[src/rtl/window_allocator.sv]
// Window allocator: collects the broadcast pixels that fall inside one
// filter window and accumulates their dot product with the filter weights.
module window_allocator #(
  parameter int ACC_W = 40
) (
  input  logic                    clk,
  input  logic                    rst,
  input  logic                    start,
  input  logic [7:0]              target_x,
  input  logic [7:0]              target_y,
  input  logic [1:0]              image_padding,
  input  logic [8:0]              z_max,
  input  logic                    issue_en,
  input  logic [7:0]              issue_x,
  input  logic [7:0]              issue_y,
  input  logic signed [17:0]      issue_data,
  output logic [11:0]             weight_addr,
  input  logic signed [17:0]      weight_data,
  output logic                    alloc_block,
  output logic signed [ACC_W-1:0] result,
  output logic                    result_valid,
  input  logic                    result_ack,
  output logic                    overflow
);

  typedef enum logic [1:0] {
    S_IDLE,
    S_COLLECT,
    S_DRAIN,
    S_DONE
  } state_t;

  state_t                  r_state;
  logic [7:0]              r_tx;
  logic [7:0]              r_ty;
  logic [1:0]              r_p;
  logic [14:0]             r_last;
  logic [14:0]             r_tap;
  logic signed [17:0]      r_px;
  logic                    r_v1;
  logic                    r_v2;
  logic signed [35:0]      r_prod;
  logic signed [ACC_W-1:0] r_acc;
  logic                    r_valid;
  logic                    r_block;
  logic                    r_ovf;

  logic [8:0]  w_ix;
  logic [8:0]  w_iy;
  logic [8:0]  w_tx;
  logic [8:0]  w_ty;
  logic [8:0]  w_p;
  logic        w_in_x;
  logic        w_in_y;
  logic        w_match;
  logic        w_take;
  logic        w_busy;
  logic        w_load;
  logic [5:0]  w_kk;
  logic [14:0] w_last;

  // Window bounds compared at 9 bits so target-P never wraps below zero.
  assign w_ix   = {1'b0, issue_x};
  assign w_iy   = {1'b0, issue_y};
  assign w_tx   = {1'b0, r_tx};
  assign w_ty   = {1'b0, r_ty};
  assign w_p    = {7'b0, r_p};
  assign w_in_x = (w_ix + w_p >= w_tx) && (w_ix <= w_tx + w_p);
  assign w_in_y = (w_iy + w_p >= w_ty) && (w_iy <= w_ty + w_p);

  assign w_match = issue_en && w_in_x && w_in_y;
  assign w_take  = (r_state == S_COLLECT) && w_match;
  assign w_busy  = (r_state == S_DRAIN) || (r_state == S_DONE);
  assign w_load  = start && ((r_state == S_IDLE) ||
                   ((r_state == S_DONE) && result_ack));

  always_comb begin
    w_kk = 6'd1;
    unique case (image_padding)
      2'd0: w_kk = 6'd1;
      2'd1: w_kk = 6'd9;
      2'd2: w_kk = 6'd25;
      2'd3: w_kk = 6'd49;
    endcase
  end

  assign w_last = 15'(w_kk) * (15'(z_max) + 15'd1) - 15'd1;

  always_ff @(posedge clk) begin
    if (rst) begin
      r_v1   <= 1'b0;
      r_v2   <= 1'b0;
      r_px   <= '0;
      r_prod <= '0;
      r_acc  <= '0;
      r_tap  <= '0;
    end else begin
      r_v1 <= w_take;
      r_v2 <= r_v1;
      if (w_take) begin
        r_px  <= issue_data;
        r_tap <= r_tap + 15'd1;
      end
      if (r_v1)
        r_prod <= 36'(r_px) * 36'(weight_data);
      if (w_load) begin
        r_acc <= '0;
        r_tap <= '0;
      end else if (r_v2) begin
        r_acc <= r_acc + ACC_W'(r_prod);
      end
    end
  end

  always_ff @(posedge clk) begin
    if (rst) begin
      r_state <= S_IDLE;
      r_tx    <= '0;
      r_ty    <= '0;
      r_p     <= '0;
      r_last  <= '0;
      r_valid <= 1'b0;
      r_block <= 1'b0;
      r_ovf   <= 1'b0;
    end else begin
      if (w_busy && w_match)
        r_ovf <= 1'b1;
      if (w_load) begin
        r_tx   <= target_x;
        r_ty   <= target_y;
        r_p    <= image_padding;
        r_last <= w_last;
        r_ovf  <= 1'b0;
      end
      unique case (r_state)
        S_IDLE: begin
          if (start)
            r_state <= S_COLLECT;
        end
        S_COLLECT: begin
          if (w_take && (r_tap == r_last)) begin
            r_state <= S_DRAIN;
            r_block <= 1'b1;
          end
        end
        S_DRAIN: begin
          // Final add lands on the same edge that enters DONE.
          if (!r_v1) begin
            r_state <= S_DONE;
            r_valid <= 1'b1;
          end
        end
        S_DONE: begin
          if (result_ack) begin
            r_valid <= 1'b0;
            r_block <= 1'b0;
            r_state <= start ? S_COLLECT : S_IDLE;
          end
        end
      endcase
    end
  end

  assign weight_addr  = r_tap[11:0];
  assign result       = r_acc;
  assign result_valid = r_valid;
  assign alloc_block  = r_block;
  assign overflow     = r_ovf;

endmodule

[config.mk]
export PLATFORM = sky130hd
export DESIGN_NAME = window_allocator
export DESIGN_NICKNAME = d
export VERILOG_FILES = /design/src/rtl/window_allocator.sv
export SDC_FILE = /design/constraint.sdc
export NUM_CORES = 1
export LEC_CHECK = 0
export BUFFER_PORTS_ARGS = -buffer_cell sky130_fd_sc_hd__buf_2
export CORE_ASPECT_RATIO = 0.5
export CORE_MARGIN = 10
export CORE_UTILIZATION = 40
export DETAILED_ROUTE_END_ITERATION = 10
export GPL_TIMING_DRIVEN = 0
export PLACE_DENSITY = 0.58
export SYNTH_ARGS = -nofsm -noshare
export SYNTH_HDL_FRONTEND = slang
export SYNTH_SLANG_ARGS = --single-unit
[constraint.sdc]
create_clock -name clk -period 6.4 [get_ports clk]
set_input_delay 0.64 -clock clk [delete_from_list [all_inputs] [get_ports clk]]
set_output_delay 0.64 -clock clk [all_outputs]
set_load 0.1 [all_outputs]
Yosys cells after proc, flatten, opt, wreduce, memory -nomap -nowiden
Index checks and enable logic that the tools add are counted.
{ "classes": {"add_sub_neg": 8, "multipliers": 2, "n_lt_le_gt_ge": 4, "eq_ne": 11, "mux": 12, "n_reduce_logical": 19} }
{ "op_table": {"columns": ["op", "count"], "rows": [
  ["40-bit by 36-bit adder with 40-bit output", 1],
  ["8-bit by 2-bit adder with 9-bit output", 4],
  ["18-bit by 18-bit multiplier with 36-bit output", 1],
  ["6-bit one-hot mux with 4 select lines", 1],
  ["9-bit by 8-bit greater-or-equal comparator with 1-bit output", 2],
  ["8-bit by 9-bit less-or-equal comparator with 1-bit output", 2],
  ["15-bit by 1-bit adder with 15-bit output, second input constant", 1],
  ["15-bit == test", 1],
  ["6-bit by 10-bit multiplier with 15-bit output", 1],
  ["15-bit by 1-bit subtractor with 15-bit output, second input constant", 1],
  ["9-bit by 1-bit adder with 10-bit output, second input constant", 1],
  ["1-bit logical AND", 9],
  ["2-bit == test, second input constant", 4],
  ["2-bit 2-to-1 mux", 4],
  ["2-bit one-hot mux with 4 select lines", 1],
  ["2-bit != test, second input constant", 3],
  ["3-bit AND reduction", 2],
  ["2-bit by 1-bit == test with 1-bit output, second input constant", 2],
  ["2-bit zero test", 2],
  ["1-bit 2-to-1 mux", 4],
  ["1-bit one-hot mux with 2 select lines", 2],
  ["4-bit AND reduction", 1],
  ["2-bit nonzero test", 2],
  ["1-bit logical OR", 2],
  ["2 further kinds", 2]
]} }
{ "word_totals": {"register_bits": 149, "elab_cells": 70} }

Longest topological paths before layout
{ "logic_depth": {"depth_word": 9, "ltp_mapped": 26} }

Worst setup path before layout
Ideal clock, no wire load.
{ "synth_path": {"kind": "input-to-reg", "start": "input port weight_data[3]", "end": "register r_prod[35]", "setup_ns": 0.117, "arrival_ns": 6.486, "setup_slack_ns": -0.203, "cell_stages": 20, "n_path_buf": 1, "path_cell_list": "clkbuf_1 nand2_1 fa_1 inv_1 fa_1 fa_1 fa_1 fa_1 inv_1 fa_1 inv_1 ha_1 nand2_1 or3_1 a211o_1 o2111a_1 nor3_1 a211o_1 nand4_1 a32o_1"} }
{ "synth_between": {"elab_chain_cells": 1} }
{ "synth_lines": {"columns": ["element", "line", "rtl"], "rows": [
  ["start: declaration", "18", "input logic signed [17:0] weight_data,"],
  ["18-bit by 18-bit multiplier with 36-bit output", "105", "r_prod <= 36'(r_px) * 36'(weight_data);"],
  ["end signal: assignment", "105", null],
  ["end: declaration", "42", "logic signed [35:0] r_prod;"]
]} }
Every way passes these cells.
A chain may end at the register's enable or synchronous reset.

Worst setup path in the final report
{ "layout_path": {"start": "register r_px[16]", "end": "register r_prod[35]"} }
{ "layout_between": {"elab_chain_cells": 1} }
{ "layout_lines": {"columns": ["element", "line", "rtl"], "rows": [
  ["start: declaration", "39", "logic signed [17:0] r_px;"],
  ["start signal: assignment", "101", "r_px <= issue_data;"],
  ["18-bit by 18-bit multiplier with 36-bit output", "105", null]
]} }
Every way passes these cells.

==> out/summary.txt <==
Die Height - 189 um
Worst Tran Pin Value - 932 ps
Pre-CTS WS - -1120 ps
Vias in the first global route - 18430
Worst path slowest cell - fa_2
Syn. warnings - 0
Clock Path Buffers - 2
Final setup vio count - 0
Dpl cell area - 24500 sq um
Worst path cell trace - clkbuf_8, nand2_1, fa_1, inv_1, fa_1, inv_1, fa_1, fa_1, inv_1, fa_1, inv_1, fa_2, inv_1, ha_2, and2_1, a21oi_2, o2111a_1, nor3_2, a211o_1, a2111o_1, a32o_1
Seq pwr share - 0.282
First-pass GRT wire length - 102000 um
Max_slew headroom - 0.379
Max_cap viols - 0
Vias post-DR - 18039
Dpl cells - 3545
Leak - 12.4 nW
Rows - 61
Worst Reg-to-Reg Cells - 21
Psw - 1.45 mW
Htree depth - 4
Design Power - 3.78 mW
Routed WL - 64900 um
Setup crit start kind - flop
Worst setup path class - reg2reg
Synth top area cells - fa_1 30%, dfxtp_1 13%, ha_1 12%, inv_1 7.9%, and2_1 4.8%
Worst path max stage delay - 590 ps
Worst hold path class - in2reg
Final non-filler cell total - 3591
CP Data Required Time - 6730 ps
Mapped Avg Cell Area - 8.61 sq um
Vias/cell - 5.02
Post-synth top area cell - fa_1
Fin. max-slew vios - 0
CTS clk-pin slew, worst paths - 70 ps
Clock Latency Late Sink - 450 ps
Die span in x - 358 um
Root Driver - clkbuf_16
Status - finished clean
Antenna diodes - 0
Max frequency - 160 MHz
RSZ-0062 raised after global routing - true
FF+latch count, synth - 149
GR Layer Usage met3 - 0.0385
GPL Wtd Cong - 0.923
Top cell type's share of synthesized area - 0.305
Top-count cell post-synth - inv_1
Critical path launch point - r_px[16]$_SDFFE_PP0P_
Number of flops mapped to enable cells by yosys - 0
# clock sinks - 149
Busiest grt layer - met2
Share of cells above drive strength 1 - 0.115
Tmin final - 6230 ps
Post-synthesis sequential area ratio - 0.130
Sum of negative setup slack - 0 ps
Remaining antenna violation count - 0
Final period utilization - 0.974
Main synth FF type - dfxtp_1
Final #Nets - 3475
TritonCTS clock tree - yes
Async set-reset flop share out of synthesis - 0
DRC - 0
Tot GR Track Use - 0.190
Worst hold stages - 3
Sw frac - 0.383
Crit Reg-Reg Startpoint - r_px[16]$_SDFFE_PP0P_
PD cells - 146 nW/um^2
Clock share of power - 0.293
Syn Inst Count - 2657
Dpl hpwl - 53500 um
Area growth from synthesis to final layout - 13.1%
Die Area - 67700 sq um
Wirelength per Cell - 18.1 um
Final core utilization - 0.462
Worst-path fanout max - 10
Final Cell Area - 25900 sq um
Top Ports - 139
Syn nets - 3310
Comb power frac - 0.425
Iteration-0 DRC Markers - 954
Starting Density - 0.408
Grt total ovfl - 0
Worst hold slack - 425 ps
IO buf count - 132
Post-synth top cells - 484 x inv_1, 348 x fa_1, 292 x nand2_1
Initial antenna violation count - 0
Core Region - 56000 sq um
Cell area after synthesis - 22900 sq um
Met2 usage in global routing - 0.312
Setup ws final - 166 ps
Hold Fails Final Rpt - 0
Post-Route Skew - 14.1 ps
P_int - 2.33 mW
Total CTS buffers - 17
Yosys cell types - 70
Worst vdd ir - 0.174 mV
Hold path start - issue_data[4]
Drt pass-1 iters - 5
Crit. End Element - flop
Largest net degree at the start of global routing - 19
Met1 usage - 0.253
Worst Path Arrival - 6570 ps
## logic make-up after synthesis
group | Yosys count | share of synthesized area
fa+ha+maj | 569 | 0.425
buf+inv | 599 | 0.101
compound gates | 339 | 0.0954
mux | 61 | 0.0267
xor+xnor | 132 | 0.0505
flops | 149 | 0.130
simple gates | 808 | 0.171
## final timing paths
path	to	slack, ps
setup reg to reg	r_prod[35]$_SDFFE_PP0P_	170
hold / removal	r_px[4]$_SDFFE_PP0P_	420
hold reg to reg	r_ty[7]$_SDFFE_PP0P_	460
setup / recovery	r_prod[35]$_SDFFE_PP0P_	170
## registers in the layout, summed over array words and instances (netlist names)
| register | cells |
|---|---|
| r_state | 2 |
| overflow | 1 |
| r_v1 | 1 |
| alloc_block | 1 |
| r_p | 2 |
| r_ty | 8 |
| r_v2 | 1 |
| r_tap | 15 |
| result_valid | 1 |
| r_last | 15 |
| r_prod | 36 |
| result | 40 |
| r_px | 18 |
| r_tx | 8 |
## critical path, delay by kind of cell, from the launching register on
family	cells	cell delay [ps]
flip-flops	1	450
AND/OR/NAND/NOR	3	310
adder cells (fa/ha/maj)	7	3470
buffers and inverters	6	510
AO/OA/AOI/OAI	5	1380
## power groups by stage
stage | Sequential (mW) | Combinational (mW) | Clock [mW]
after floorplan | 1.09 | 1.15 | 0
after global placement | 1.09 | 1.55 | 0
after detailed placement | 1.09 | 1.57 | 0
after CTS | 1.07 | 1.59 | 1.13
after global routing | 1.08 | 1.85 | 1.17
final | 1.07 | 1.61 | 1.11
## placed cells by master (no fill, tap or decap), drive strengths merged, types with 62 or more instances in the layout
cell,count
buf,198
a21oi,105
nand2,292
inv,486
fa,348
nor2,158
clkbuf,80
xnor2,83
o21ai,62
ha,221
and2,176
dfxtp,149
## routing by layer
metal  routed length, um  vias up
met2               29800      414
li1                    -     8727
met3                4070       70
met5                   0        -
met1               29700     8828
met4                1340        0
## cell type report
cell class              count  area [sq um]
fillers                  5503         30100
multi-input cells        1909         17800
flip-flops and latches    149          3040
inverters                 485          1830
well taps                 756           946
repair buffers            161           886
plain buffers              99           719
clock buffers              18           439
clock inverters            14           198
## what timing repair did
item | 4_1_cts | 5_1_grt
resized for setup | 118 | 67
setup endpoints to repair | 18 | 10
buffers inserted | 6 | 23
pin swaps | 1 | 16
hold buffers | 0 | 0
endpoints found under the hold margin | 0 | 0
No activity file was read; power rests on OpenSTA's default activity.
